`src/rtl/fpm_pkg.sv`:
```
`default_nettype none
// ============================================================================
// Module   : fpm_pkg
// Purpose  : Shared types and constants for the FP multiplier back end
//            (normalise / round / pack). Also intended for the adder path.
// Contents : special-class enum, IEEE-754 single constants, stage-1 record.
// Revision : 1.0  initial release
// ============================================================================
package fpm_pkg;

  // Operand class decoded upstream of the multiplier.
  typedef enum logic [1:0] {
    FPM_NORM = 2'b00,
    FPM_ZERO = 2'b01,
    FPM_INF  = 2'b10,
    FPM_NAN  = 2'b11
  } fpm_special_e;

  localparam int          FPM_BIAS    = 127;
  localparam int          FPM_EXP_MAX = 255;
  localparam logic [31:0] FPM_QNAN    = 32'h7FC0_0000;

  // Internal exponent width. Wider than the input exponent so that the
  // normalise increment and the rounding carry can never wrap.
  localparam int          FPM_EIW     = 16;

  // Stage-1 (post-normalise) register contents.
  typedef struct packed {
    logic                      sign;
    logic signed [FPM_EIW-1:0] exp;
    logic [22:0]               mant;
    logic                      g;
    logic                      st;
    fpm_special_e              special;
  } fpm_s1_t;

endpackage : fpm_pkg
`default_nettype wire

```
`src/rtl/fpm_round_rne.sv`:
```
`default_nettype none
// ============================================================================
// Module   : fpm_round_rne
// Purpose  : Combinational round-to-nearest-even, range check and IEEE-754
//            single-precision pack. Subnormals flush to zero.
// Ports    : sign, exp (signed, biased), mant[22:0], g (guard), st (sticky),
//            special (class)           -> inputs
//            z[31:0], ovf, unf, inx    -> outputs
// Revision : 1.0  initial release
// ============================================================================
module fpm_round_rne
  import fpm_pkg::*;
(
  input  logic                      sign,
  input  logic signed [FPM_EIW-1:0] exp,
  input  logic [22:0]               mant,
  input  logic                      g,
  input  logic                      st,
  input  fpm_special_e              special,
  output logic [31:0]               z,
  output logic                      ovf,
  output logic                      unf,
  output logic                      inx
);

  localparam logic signed [FPM_EIW-1:0] E_MAX  = FPM_EIW'(FPM_EXP_MAX);
  localparam logic signed [FPM_EIW-1:0] E_ZERO = '0;

  logic                      inc;
  logic [23:0]               m_rnd;
  logic signed [FPM_EIW-1:0] e_rnd;
  logic [22:0]               mant_rnd;

  always_comb begin
    // Round up on guard when above half (sticky) or exactly half with odd lsb.
    inc      = g & (st | mant[0]);
    m_rnd    = {1'b0, mant} + {23'd0, inc};
    // A carry out of the fraction means 1.111..1 rounded to 10.000..0.
    e_rnd    = exp + {{(FPM_EIW-1){1'b0}}, m_rnd[23]};
    mant_rnd = m_rnd[23] ? 23'd0 : m_rnd[22:0];

    z   = '0;
    ovf = 1'b0;
    unf = 1'b0;
    inx = 1'b0;

    unique case (special)
      FPM_ZERO: z = {sign, 31'h0};
      FPM_INF:  z = {sign, 8'hFF, 23'h0};
      FPM_NAN:  z = FPM_QNAN;
      default: begin
        inx = g | st;
        if (e_rnd >= E_MAX) begin
          z   = {sign, 8'hFF, 23'h0};
          ovf = 1'b1;
          inx = 1'b1;
        end else if (e_rnd <= E_ZERO) begin
          z   = {sign, 31'h0};
          unf = 1'b1;
          inx = 1'b1;
        end else begin
          z = {sign, e_rnd[7:0], mant_rnd};
        end
      end
    endcase
  end

endmodule : fpm_round_rne
`default_nettype wire

```
`src/rtl/fpm_norm_round.sv`:
```
`default_nettype none
// ============================================================================
// Module   : fpm_norm_round
// Purpose  : Two-stage pipelined normalise / round / pack behind the Booth
//            mantissa multiplier, with valid/ready back-pressure.
// Ports    : clk, rst (sync, active high)
//            in_valid/in_ready, in_sign, in_exp[EXP_W], in_frc[FRC_W],
//            in_special[2]                       -> operand side
//            out_valid/out_ready, out_z[32], out_ovf, out_unf, out_inx
//                                                -> result side
// Revision : 1.0  initial release
// ============================================================================
module fpm_norm_round
  import fpm_pkg::*;
#(
  parameter int EXP_W = 10,
  parameter int FRC_W = 48
) (
  input  logic             clk,
  input  logic             rst,
  input  logic             in_valid,
  output logic             in_ready,
  input  logic             in_sign,
  input  logic [EXP_W-1:0] in_exp,
  input  logic [FRC_W-1:0] in_frc,
  input  logic [1:0]       in_special,
  output logic             out_valid,
  input  logic             out_ready,
  output logic [31:0]      out_z,
  output logic             out_ovf,
  output logic             out_unf,
  output logic             out_inx
);

  logic        ready_en_q, ready_en_d;
  logic        s1_valid_q, s1_valid_d;
  fpm_s1_t     s1_q, s1_d;
  logic        out_valid_q, out_valid_d;
  logic [31:0] out_z_q, out_z_d;
  logic        out_ovf_q, out_ovf_d;
  logic        out_unf_q, out_unf_d;
  logic        out_inx_q, out_inx_d;

  logic                      s2_adv, s1_adv, accept;
  logic signed [FPM_EIW-1:0] exp_ext;
  fpm_s1_t                   norm;
  logic [31:0]               rnd_z;
  logic                      rnd_ovf, rnd_unf, rnd_inx;

  // Stage 1: product lies in [1,4); a set msb means it is in [2,4) and
  // needs a one-place right shift with an exponent bump.
  always_comb begin
    exp_ext      = {{(FPM_EIW-EXP_W){in_exp[EXP_W-1]}}, in_exp};
    norm.sign    = in_sign;
    norm.special = fpm_special_e'(in_special);
    if (in_frc[FRC_W-1]) begin
      norm.mant = in_frc[FRC_W-2 -: 23];
      norm.g    = in_frc[FRC_W-25];
      norm.st   = |in_frc[FRC_W-26:0];
      norm.exp  = exp_ext + FPM_EIW'(1);
    end else begin
      norm.mant = in_frc[FRC_W-3 -: 23];
      norm.g    = in_frc[FRC_W-26];
      norm.st   = |in_frc[FRC_W-27:0];
      norm.exp  = exp_ext;
    end
  end

  fpm_round_rne u_round (
    .sign    (s1_q.sign),
    .exp     (s1_q.exp),
    .mant    (s1_q.mant),
    .g       (s1_q.g),
    .st      (s1_q.st),
    .special (s1_q.special),
    .z       (rnd_z),
    .ovf     (rnd_ovf),
    .unf     (rnd_unf),
    .inx     (rnd_inx)
  );

  always_comb begin
    s2_adv   = !out_valid_q | out_ready;
    s1_adv   = !s1_valid_q | s2_adv;
    // ready_en_q holds ready low for the first cycle out of reset.
    in_ready = ready_en_q & s1_adv;
    accept   = in_valid & in_ready;

    ready_en_d  = 1'b1;
    s1_valid_d  = s1_valid_q;
    s1_d        = s1_q;
    out_valid_d = out_valid_q;
    out_z_d     = out_z_q;
    out_ovf_d   = out_ovf_q;
    out_unf_d   = out_unf_q;
    out_inx_d   = out_inx_q;

    if (s1_adv) begin
      s1_valid_d = accept;
      if (accept) s1_d = norm;
    end

    // Result registers only reload with a real result, so they stay stable
    // while stalled and keep the last value across bubbles.
    if (s2_adv) begin
      out_valid_d = s1_valid_q;
      if (s1_valid_q) begin
        out_z_d   = rnd_z;
        out_ovf_d = rnd_ovf;
        out_unf_d = rnd_unf;
        out_inx_d = rnd_inx;
      end
    end
  end

  always_ff @(posedge clk) begin
    if (rst) begin
      ready_en_q  <= 1'b0;
      s1_valid_q  <= 1'b0;
      s1_q        <= '0;
      out_valid_q <= 1'b0;
      out_z_q     <= '0;
      out_ovf_q   <= 1'b0;
      out_unf_q   <= 1'b0;
      out_inx_q   <= 1'b0;
    end else begin
      ready_en_q  <= ready_en_d;
      s1_valid_q  <= s1_valid_d;
      s1_q        <= s1_d;
      out_valid_q <= out_valid_d;
      out_z_q     <= out_z_d;
      out_ovf_q   <= out_ovf_d;
      out_unf_q   <= out_unf_d;
      out_inx_q   <= out_inx_d;
    end
  end

  assign out_valid = out_valid_q;
  assign out_z     = out_z_q;
  assign out_ovf   = out_ovf_q;
  assign out_unf   = out_unf_q;
  assign out_inx   = out_inx_q;

endmodule : fpm_norm_round
`default_nettype wire

```
`config.mk`:
```
export PLATFORM = sky130hd
export DESIGN_NAME = fpm_norm_round
export DESIGN_NICKNAME = d
export VERILOG_FILES = /design/src/rtl/fpm_pkg.sv /design/src/rtl/fpm_round_rne.sv /design/src/rtl/fpm_norm_round.sv
export SDC_FILE = /design/constraint.sdc
export NUM_CORES = 1
export LEC_CHECK = 0
export ABC_AREA = 1
export CAP_MARGIN = 5
export CELL_PAD_IN_SITES_DETAIL_PLACEMENT = 0
export CELL_PAD_IN_SITES_GLOBAL_PLACEMENT = 1
export CORE_MARGIN = 2
export CORE_UTILIZATION = 36
export CTS_BUF_LIST = sky130_fd_sc_hd__clkbuf_4 sky130_fd_sc_hd__clkbuf_8
export DETAILED_ROUTE_END_ITERATION = 8
export PLACE_DENSITY_LB_ADDON = 0.25
export SYNTH_ARGS = -nofsm -noshare
export SYNTH_HDL_FRONTEND = slang
export SYNTH_HIERARCHICAL = 1
export SYNTH_SLANG_ARGS = --single-unit
```
`constraint.sdc`:
```
create_clock -name clk -period 3.8 [get_ports clk]
set_clock_uncertainty 0.05 [all_clocks]
set_input_delay 0.76 -clock clk [delete_from_list [all_inputs] [get_ports clk]]
set_output_delay 0.76 -clock clk [all_outputs]
set_load 0.1 [all_outputs]
```
==> impl_metrics.toml <==
[grt]
grt_overflow = 0
track_usage_pct = 16.30
grt_pass1_vias = 4123
grt_pass1_wl_um = 19150
antenna_found_initial = 0
grt_start_max_net_pins = 43

[worst_setup_path]
crit_type = "reg2reg"
cp-start-kind = "flop"
cp_max_fo = 20
arrival_ps = 3590
worstReg2RegStart = "s1_q[7]"
crit_required_ps = 3990
crit_start = "s1_q[7]"
crit_path_end_kind = "flop"

[routing]
ant_nets = 0
drt_first_pass_iters = 5
wire_per_inst_um = 11.04
num_vias = 4595
dr.first_iter.drc_count = 255
vias_per_cell = 4.479
drc = 0
wl_um = 11330

[status]
status = "finished clean"

[yosys]
synth-seq-cells = 77
synth_area_leaders = "dfxtp_1 33%, nand2_1 18%, nor2_1 10%"
synth_common_cells = "229 x nand2_1, 128 x nor2_1, 77 x dfxtp_1, 62 x inv_1"
synth_edf_count = 0
yosysSeqAreaShare_pct = 32.71
syn_inst = 760
synth_xor_area_share_pct = 5.017
postSynth.asyncResetShare_pct = 0
synth.most_common_cell = "nand2_1"
yosysTopAreaCellShare_pct = 32.71
synth_area_um2 = 4713
yosys.area_share.simple_pct = 42.37
yosysTopAreaCell = "dfxtp_1"
synthAdderAreaFrac_pct = 1.327
yosysWarningCount = 6
syn_nets = 830
avgSynthCellArea_um2 = 6.202
synth_compound_area_share_pct = 9.636
synthFlopType = "dfxtp_1"
synth_top_family_by_area = "simple AND/OR/NAND/NOR gates"
synthMuxAreaShare_pct = 0
synth.distinct_cells = 31

[final_layout]
fillers = 1427
drive_gt1_share_pct = 9.485
final_core_util_pct = 47.47
n_antenna_cell = 0
nets = 920
syn2layout_area_growth_pct = 28.14
fin_cells = 1026

[power_and_ir_drop]
cellLeakagePower_nw = 2.439
irDropWorstVdd_v = 0.0001669
p_total_mw = 1.956
powerDensity_nw_per_um2 = 323.9

[clock_network]
clockBufferDepth = 2
path_clk_slew_ps = 70
cts_root_buf = "clkbuf_8"
cts_tree = "built"
h-tree-depth = 3
clkLatencyLatePin_ps = 350
cts_inserted_buffers = 9
cts_sinks = 77
cts_hold_buf = 0

[placed_design]
port_buffers = 101
hpwlAfterDp_um = 8883
dp.cells = 1010
finalWeightedCongestion = 0.8353
dp_slack_ps = 27.33

[floorplanning]
fp.dieH_um = 118.4
die_w_um = 118.4
ios = 102
rows = 41
start_util_pct = 37.05
die-area_um2 = 14020
core_area_um2 = 12720

[timing]
tightest_slew_ps = 980.3
final-hold-violation-count = 0
final.min_clock_period_ps = 3394
hold_ws_ps = 431.2
finalMaxSlewViolations = 0
setup_ws_ps = 406.3
setup_violations = 0
slew_headroom_pct = 34.44
fmax_mhz = 294.7
fin_crit_sh_pct = 89.31

[job]
max_cap_viol_count = 0

[worst_hold_path]
hold_path.startpoint = "out_ovf"
hold_path_class = "reg2reg"
-- flip-flops by register name (all words and copies together) (netlist names) --
| register | cells |
|---|---|
| out_unf | 1 |
| out_z | 32 |
| s1_valid_q | 1 |
| out_inx | 1 |
| s1_q | 39 |
| out_ovf | 1 |
| ready_en_q | 1 |
| out_valid | 1 |
-- placed cells by master, fill, tap and decap left out, types with 2 or more instances in the layout --
master and instances:
a21oi_1 40, and2_1 2, buf_4 7, clkbuf_8 10
clkdlybuf4s50_1 100, clkinv_2 3, clkinvlp_4 2, dfxtp_1 73
dfxtp_2 4, ha_1 4, inv_1 62, inv_2 3
nand2_1 228, nand2_2 8, nand3_1 43, nand3_2 6
nand4_1 11, nor2_1 125, nor2_2 26, nor2_4 4
nor3_1 8, o21ai_0 42, o21ai_1 3, o21bai_1 2
xnor2_1 12, xor2_1 15
-- cell type report --
cell class                      count  area [um^2]  area share, %
Tap cell                          172        215.2          3.563
Clock buffer                       11        145.1          2.403
Sequential cell                    77         1546          25.61
Timing Repair Buffer              108         1074          17.78
Clock inverter                      4        25.02         0.4143
Inverter                           67        252.7          4.185
Multi-Input combinational cell    587         2781          46.05
-- through the flow --
stage,TNS [ps],instance area (um^2)
floorplan,0,4713
global placement,0,5826
detailed placement,0,5826
CTS,0,5996
global route,-3.957,6040
finish,0,6040
-- worst max-delay path, stage by stage (launching register included) --
cell	delay [ps]
dfxtp_1	400
nand2_1	80
nor2_2	100
nand4_1	100
nor2_2	160
nand4_1	160
nor2_2	130
inv_1	70
nor3_2	140
ha_1	180
ha_2	200
nand3_2	130
nor2_4	140
xnor2_1	190
nand3_1	130
o21ai_2	180
inv_1	140
nand3_2	120
buf_12	180
nor2_2	40
o21ai_1	180
nor2_1	80
-- layer usage --
metal / routed length, um / global-route usage (%) / vias to the layer above / share of wire (%)
met5: 0 / 0 / - / 0
met4: 121 / 4.985 / 0 / 1.1
met3: 655 / 4.102 / 6 / 5.8
met2: 4438 / 23.19 / 106 / 39
met1: 6110 / 23.98 / 1925 / 54
li1: - / - / 2558 / -
-- power by group --
part | internal [mW] | switching (mW)
combinational | 0.183 | 0.345
sequential | 0.850 | 0.0414
clock | 0.256 | 0.281
total | 1.29 | 0.667
-- path summary, 6_finish.rpt --
kind / depth (start not counted) / slack [ps] / end
setup / recovery: 21 / 410 / out_z[12]
hold / removal: 2 / 430 / out_ovf
setup reg to reg: 21 / 410 / out_z[12]
hold reg to reg: 2 / 430 / out_ovf
-- logic make-up after synthesis --
group / Yosys count
xor+xnor: 27
fa+ha+maj: 5
compound gates: 89
simple gates: 466
buf+inv: 96
flops: 77
-- timing repair --
action,CTS,global route
setup endpoints to repair,0,34
resized for setup,0,14
buffers inserted,0,1
No activity file was read; power rests on OpenSTA's default activity.
